--- config.mk ---
export PLATFORM = sky130hd
export DESIGN_NAME = sha256_padder
export DESIGN_NICKNAME = d
export VERILOG_FILES = /design/src/rtl/sha256_padder.sv
export SDC_FILE = /design/constraint.sdc
export NUM_CORES = 1
export LEC_CHECK = 0
export ABC_AREA = 1
export BUFFER_PORTS_ARGS = -buffer_cell sky130_fd_sc_hd__buf_2
export CORE_ASPECT_RATIO = 0.9
export CORE_MARGIN = 2
export CORE_UTILIZATION = 40
export DETAILED_ROUTE_END_ITERATION = 7
export HOLD_SLACK_MARGIN = 0.1
export MAX_ROUTING_LAYER = met4
export PLACE_DENSITY = 0.74
export SETUP_SLACK_MARGIN = 0.5
export SLEW_MARGIN = 40
export SYNTH_ARGS = -nofsm -noshare
export SYNTH_HDL_FRONTEND = slang
export SYNTH_SLANG_ARGS = --single-unit
--- constraint.sdc ---
create_clock -name clk -period 3 [get_ports clk]
set_clock_uncertainty 0.15 [all_clocks]
set_input_delay 0.3 -clock clk [delete_from_list [all_inputs] [get_ports clk]]
set_output_delay 0.3 -clock clk [all_outputs]
set_load 0.1 [all_outputs]
--- src/rtl/sha256_padder.sv ---
//============================================================================
// Module   : sha256_padder
// Purpose  : Collects a big-endian 32-bit message stream into 512-bit SHA-256
//            blocks and appends the standard padding: one 0x80 byte, zero
//            fill, and the 64-bit message length in bits. Messages whose pad
//            byte leaves no room for the length get an extra length block.
// Config   : SHA256_PADDER_BYTE_EN - when defined, the final word may carry
//            0..4 valid bytes (in_bytes). When undefined, every word is taken
//            as 4 bytes and in_bytes is ignored.
// Ports    : clk          - sole clock, rising edge
//            reset_n      - asynchronous active-low reset
//            in_valid     - in_data/in_last/in_bytes valid
//            in_ready     - a word is accepted this cycle (FILL only)
//            in_data[31:0]- message word, first byte in [31:24]
//            in_last      - final word of the message
//            in_bytes[2:0]- valid bytes in the final word, left-aligned
//            chunk[511:0] - padded block, word 0 in [511:480]
//            chunk_valid  - block ready for the compressor
//            chunk_ready  - compressor takes the block
//            chunk_first  - first block of a message (load IV)
//            chunk_last   - final block of a message
// Revision : 1.0 - initial release
//============================================================================
`timescale 1ns/1ps
`default_nettype none

module sha256_padder (
    input  logic         clk,
    input  logic         reset_n,
    input  logic         in_valid,
    output logic         in_ready,
    input  logic [31:0]  in_data,
    input  logic         in_last,
    input  logic [2:0]   in_bytes,
    output logic [511:0] chunk,
    output logic         chunk_valid,
    input  logic         chunk_ready,
    output logic         chunk_first,
    output logic         chunk_last
);

    localparam logic [31:0] c_PAD_WORD = 32'h8000_0000;
    localparam logic [3:0]  c_IDX_MAX  = 4'd15;
    localparam logic [3:0]  c_LEN_MAX  = 4'd13;  // last index that leaves room for the length

    typedef enum logic [1:0] {
        S_FILL = 2'd0,
        S_PAD  = 2'd1,
        S_OUT  = 2'd2
    } state_t;

    state_t      r_state;
    state_t      w_state_nxt;

    logic [31:0] r_words [16];
    logic [3:0]  r_idx;
    logic [63:0] r_cnt;       // message length in bytes
    logic        r_pend;      // full last word seen; 0x80000000 still to be written
    logic        r_placed;    // pad byte already in the block stream
    logic        r_len_ok;    // pad byte sits at index <= 13 of the current block
    logic        r_first;
    logic        r_last;

    logic        w_accept;
    logic        w_hs;
    logic [2:0]  w_nbytes;
    logic        w_partial;
    logic [31:0] w_fill_word;
    logic [31:0] w_pad_word;
    logic        w_len_ok_nxt;
    logic [63:0] w_bitlen;

    //------------------------------------------------------------------------
    // Byte count of the incoming word
    //------------------------------------------------------------------------
`ifdef SHA256_PADDER_BYTE_EN
    always_comb begin
        w_nbytes = 3'd4;
        if (in_last) begin
            w_nbytes = (in_bytes > 3'd4) ? 3'd4 : in_bytes;
        end
    end
`else
    logic w_unused_bytes;
    assign w_unused_bytes = ^in_bytes;
    assign w_nbytes       = 3'd4;
`endif

    assign w_partial = in_last && (w_nbytes != 3'd4);

    // Partial final word: keep the valid leading bytes, place 0x80 right after
    // them and clear the rest.
    always_comb begin
        w_fill_word = in_data;
        if (w_partial) begin
            case (w_nbytes)
                3'd0:    w_fill_word = c_PAD_WORD;
                3'd1:    w_fill_word = {in_data[31:24], 24'h80_0000};
                3'd2:    w_fill_word = {in_data[31:16], 16'h8000};
                3'd3:    w_fill_word = {in_data[31:8],  8'h80};
                default: w_fill_word = in_data;
            endcase
        end
    end

    assign w_bitlen = r_cnt << 3;

    // Whether the length fits once this PAD word is written: a pending pad
    // byte written now fixes the position, otherwise the earlier decision holds.
    assign w_len_ok_nxt = r_pend ? (r_idx <= c_LEN_MAX) : r_len_ok;

    always_comb begin
        w_pad_word = 32'h0;
        if (r_pend) begin
            w_pad_word = c_PAD_WORD;
        end else if (r_len_ok && (r_idx == 4'd14)) begin
            w_pad_word = w_bitlen[63:32];
        end else if (r_len_ok && (r_idx == c_IDX_MAX)) begin
            w_pad_word = w_bitlen[31:0];
        end
    end

    //------------------------------------------------------------------------
    // FSM: state register
    //------------------------------------------------------------------------
    always_ff @(posedge clk or negedge reset_n) begin
        if (!reset_n) begin
            r_state <= S_FILL;
        end else begin
            r_state <= w_state_nxt;
        end
    end

    //------------------------------------------------------------------------
    // FSM: next state and handshake outputs
    //------------------------------------------------------------------------
    always_comb begin
        w_state_nxt = r_state;
        in_ready    = 1'b0;
        chunk_valid = 1'b0;
        w_accept    = 1'b0;
        w_hs        = 1'b0;
        case (r_state)
            S_FILL: begin
                in_ready = reset_n;
                w_accept = in_valid && reset_n;
                if (w_accept) begin
                    if (r_idx == c_IDX_MAX) begin
                        w_state_nxt = S_OUT;
                    end else if (in_last) begin
                        w_state_nxt = S_PAD;
                    end
                end
            end
            S_PAD: begin
                if (r_idx == c_IDX_MAX) begin
                    w_state_nxt = S_OUT;
                end
            end
            S_OUT: begin
                chunk_valid = 1'b1;
                w_hs        = chunk_ready;
                if (chunk_ready) begin
                    if (r_last) begin
                        w_state_nxt = S_FILL;
                    end else if (r_pend || r_placed) begin
                        w_state_nxt = S_PAD;
                    end else begin
                        w_state_nxt = S_FILL;
                    end
                end
            end
            default: w_state_nxt = S_FILL;
        endcase
    end

    //------------------------------------------------------------------------
    // Datapath
    //------------------------------------------------------------------------
    always_ff @(posedge clk or negedge reset_n) begin
        if (!reset_n) begin
            for (int i = 0; i < 16; i++) begin
                r_words[i] <= 32'h0;
            end
            r_idx    <= 4'd0;
            r_cnt    <= 64'd0;
            r_pend   <= 1'b0;
            r_placed <= 1'b0;
            r_len_ok <= 1'b0;
            r_first  <= 1'b1;
            r_last   <= 1'b0;
        end else begin
            case (r_state)
                S_FILL: begin
                    if (w_accept) begin
                        r_words[r_idx] <= w_fill_word;
                        r_cnt          <= r_cnt + {61'd0, w_nbytes};
                        r_idx          <= r_idx + 4'd1;
                        r_last         <= 1'b0;
                        if (in_last) begin
                            if (w_partial) begin
                                r_placed <= 1'b1;
                                r_len_ok <= (r_idx <= c_LEN_MAX);
                            end else begin
                                r_pend <= 1'b1;
                            end
                        end
                    end
                end
                S_PAD: begin
                    r_words[r_idx] <= w_pad_word;
                    r_idx          <= r_idx + 4'd1;
                    r_len_ok       <= w_len_ok_nxt;
                    if (r_pend) begin
                        r_pend   <= 1'b0;
                        r_placed <= 1'b1;
                    end
                    if (r_idx == c_IDX_MAX) begin
                        r_last <= w_len_ok_nxt;
                    end
                end
                S_OUT: begin
                    if (w_hs) begin
                        r_idx   <= 4'd0;
                        r_first <= r_last;
                        if (r_last) begin
                            r_cnt    <= 64'd0;
                            r_pend   <= 1'b0;
                            r_placed <= 1'b0;
                            r_len_ok <= 1'b0;
                            r_last   <= 1'b0;
                        end else if (r_placed && !r_pend) begin
                            // Extra block: pad byte went out already, length goes at 14/15.
                            r_len_ok <= 1'b1;
                        end
                    end
                end
                default: begin
                    r_idx <= 4'd0;
                end
            endcase
        end
    end

    //------------------------------------------------------------------------
    // Outputs
    //------------------------------------------------------------------------
    generate
        for (genvar gi = 0; gi < 16; gi++) begin : g_chunk
            assign chunk[511-32*gi -: 32] = r_words[gi];
        end
    endgenerate

    assign chunk_first = r_first;
    assign chunk_last  = r_last;

endmodule

`default_nettype wire

==> impl_metrics.py <==
metrics = {
    "critical_path": {
        "crit_path_cell_trace": "inv_2 > ha_4 > nand2_1 > buf_4 > inv_1 > nor2_1 > nand3_2 > buf_12 > clkinvlp_4 > a21oi_1 > o21a_1",
        "cp-start-kind": "flip-flop",
        "cp_num_buf_inv": 5,
        "crit_path_top_delay_cell": "dfrtp_1",
        "required_ns": 3.43,
        "critical_path.top_delay_family": "buffers and inverters",
        "critPathMaxStageDelay_ns": 0.44,
        "arrival_ns": 2.88,
        "crit_fanout": 25,
        "worstSetupPathType": "flip-flop to flip-flop",
        "end_kind": "flip-flop",
    },
    "clock_network": {
        "cts_sinks": 582,
        "root_buffer": "clkbuf_16",
        "cts_buffers": 58,
        "htree_levels": 2,
        "clk_pin_slew_worst_paths_ns": 0.07,
        "clk_latency_ns": 0.64,
        "ctsLongestPathBuffers": 3,
        "cts_tree": "yes",
    },
    "timing": {
        "hold_viol": 0,
        "period_minus_slack_ns": 2.45,
        "tns_ns": 0,
        "fmax_mhz": 408,
        "timing.final.crit_share_pct": 81.8,
        "worst_pin_slew_ns": 0.721,
        "setup_viol": 0,
        "slew_headroom_pct": 51.8,
        "rsz0062_at_grt": "true",
        "maxSlewViolCount": 0,
    },
    "synthesis": {
        "yosysSeqAreaShare_pct": 58.5,
        "yosys.area.top_type": "dfrtp_1",
        "syn-num-nets": 2996,
        "synthesis.area_mm2": 0.0249,
        "synth_ff_type": "dfrtp_1",
        "syn_avg_cell_area_um2": 8.45,
        "ys_ff_latch": 582,
        "yosysWarningCount": 0,
        "syn_inst": 2946,
        "synth_edf_count": 0,
        "yosys.cell_types.count": 44,
        "synth_top_area_share_pct": 58.4,
        "async_flop_share_pct": 100,
        "synthTopCellsByArea": "dfrtp_1 58%, nand2_1 23%, nor2_1 3.3%, a21oi_1 2.7%, inv_1 1.5%",
    },
    "drt": {
        "wl_per_cell_um": 20.9,
        "drt_pass1_iterations": 6,
        "met3_length_um": 9240,
        "wl_met2_um": 42600,
        "vias": 22500,
        "via_per_inst": 5.15,
        "drt_iter0_markers": 2414,
        "ant_nets": 0,
        "top_layer_used": "met4",
        "wl_um": 91500,
        "met1_length_um": 36100,
        "drc": 0,
    },
    "die": {
        "rows": 86,
        "core_mm2": 0.0613,
        "die_h_um": 241,
        "die_w_um": 267,
        "initial_utilization_pct": 40.6,
        "pin_count": 556,
        "die_area_mm2": 0.0642,
    },
    "placement": {
        "dp_hpwl_um": 62700,
        "port_buffers": 552,
        "routabilityCongestion": 0.954,
        "placed_cells": 4242,
    },
    "pwr": {
        "p_per_area_mw_per_mm2": 1090,
        "p_comb_share_pct": 47.5,
        "power_switching_mw": 17.9,
        "power_leakage_nw": 18.0,
        "p_seq_share_pct": 30.1,
        "swShare_pct": 52.5,
        "worst_ir_drop_vdd_mv": 0.625,
        "p_int_mw": 16.2,
        "power.share.clock_pct": 22.5,
    },
    "global_route": {
        "grt_max_degree": 115,
        "antenna_found_initial": 6,
        "grt_pass1_vias": 21200,
        "grtUsageTotal_pct": 28.5,
        "grt_overflow": 0,
        "grt_first_pass_wirelength_um": 133000,
    },
    "cells_and_area": {
        "area_growth_pct": 25.6,
        "fin_cells": 4373,
        "final_cell_mix": "1500 x nand2_1, 581 x dfrtp_1, 550 x buf_2",
        "nets": 3580,
        "drive_above_1_share_pct": 24.3,
        "final_common_cell": "nand2_1",
    },
    "outcome": {
        "status": "completed",
    },
    "run": {
        "maxCapViolations": 0,
    },
    "hold_path": {
        "hp-class": "primary input to flip-flop",
    },
}
-- kinds of logic after synthesis --
kind of cell / count (synthesis) / share of synthesized area [%]
AND/OR/NAND/NOR: 1857 / 29.4
flip-flops: 582 / 58.5
buffers and inverters: 254 / 5.21
AO/OA/AOI/OAI: 243 / 6.33
adder cells (fa/ha/maj): 10 / 0.503
-- path summary, 6_finish.rpt --
| check | startpoint | to | slack, ns | cells past startpoint |
|---|---|---|---|---|
| setup / recovery | r_state[0] | r_cnt[16] | 0.55 | 11 |
| hold / removal | in_data[20] | chunk[116] | 0.12 | 6 |
| setup reg to reg | r_state[0] | r_cnt[16] | 0.55 | 11 |
| hold reg to reg | chunk[113] | chunk[113] | 0.32 | 2 |
| max in group asynchronous | reset_n | chunk[360] | 1.27 | 5 |
| min in group asynchronous | reset_n | r_cnt[38] | 0.16 | 3 |
-- Yosys cell counts, types with 2 or more instances --
| library cell | count |
|---|---|
| a21oi_1 | 132 |
| a21oi_2 | 19 |
| and2_1 | 3 |
| buf_2 | 49 |
| buf_4 | 16 |
| buf_6 | 24 |
| buf_8 | 2 |
| clkbuf_1 | 41 |
| dfrtp_1 | 581 |
| ha_1 | 10 |
| inv_1 | 98 |
| inv_2 | 20 |
| nand2_1 | 1500 |
| nand2_2 | 16 |
| nand3_1 | 52 |
| nand3_2 | 9 |
| nand3_4 | 3 |
| nand4_1 | 15 |
| nor2_1 | 222 |
| nor2_2 | 5 |
| nor2_8 | 2 |
| nor3_1 | 20 |
| nor3b_1 | 2 |
| nor4_1 | 4 |
| o21a_1 | 2 |
| o21ai_0 | 37 |
| o21ai_1 | 19 |
| o21ai_2 | 8 |
| o21ai_4 | 20 |
-- state kept, by name (all words and copies together), names as in the netlist --
register and count:
chunk_last 1, r_idx 4, chunk 512, r_state 2, r_placed 1, r_pend 1, r_len_ok 1, r_cnt 59
chunk_first 1
-- per-layer routing --
metal | vias up | GRT usage (%)
met4 | 0 | 10.2
met3 | 216 | 6.19
li1 | 10300 | -
met2 | 1207 | 44.5
met1 | 10800 | 36.7
met5 | - | -
-- power by group through the flow --
stage / Combinational [mW] / Sequential, mW / Clock, mW
after floorplan: 3.52 / 18.8 / 0
after global placement: 15.7 / 10.3 / 0
after detailed placement: 15.8 / 10.3 / 0
after CTS: 15.9 / 10.2 / 7.74
after global routing: 16.8 / 10.4 / 8.06
final: 16.2 / 10.2 / 7.65
-- what timing repair did --
item,in CTS,in global routing
pin swaps,2,3
buffers inserted,2,1
gates cloned,0,2
hold buffers,15,0
hold endpoints to repair,315,0
setup endpoints to repair,248,497
resized for setup,20,35
-- worst reg2reg max path, stage by stage, from the launching register on --
cell and delay (ns):
dfrtp_1 0.44, inv_2 0.17, ha_4 0.21, nand2_1 0.10
buf_4 0.17, inv_1 0.11, nor2_1 0.09, nand3_2 0.15
buf_12 0.21, clkinvlp_4 0.25, a21oi_1 0.19, o21a_1 0.14
-- metrics by stage --
stage	worst slack [ns]	power (mW)	instance area (um2)	utilization (%)	hold WS, ns
after floorplan	0.501	22.4	24900	-	-0.146
after global placement	0.466	25.9	28800	46.9	0.258
after detailed placement	0.401	26.1	28800	47.0	0.260
after CTS	0.490	33.8	31100	50.7	0.105
after global routing	0.469	35.2	31300	51.0	0.116
final	0.547	34.1	31300	51.0	0.116
-- area by class of cell --
type | instances | area (um2)
repair buffers | 658 | 4050
inverters | 120 | 493
clock buffers | 83 | 1720
clock inverters | 25 | 292
well taps | 792 | 991
multi-input cells | 2110 | 9160
diodes | 3 | 7.51
flip-flops and latches | 582 | 14600
fillers | 5620 | 30100
Power figures use the tool's default switching activity.
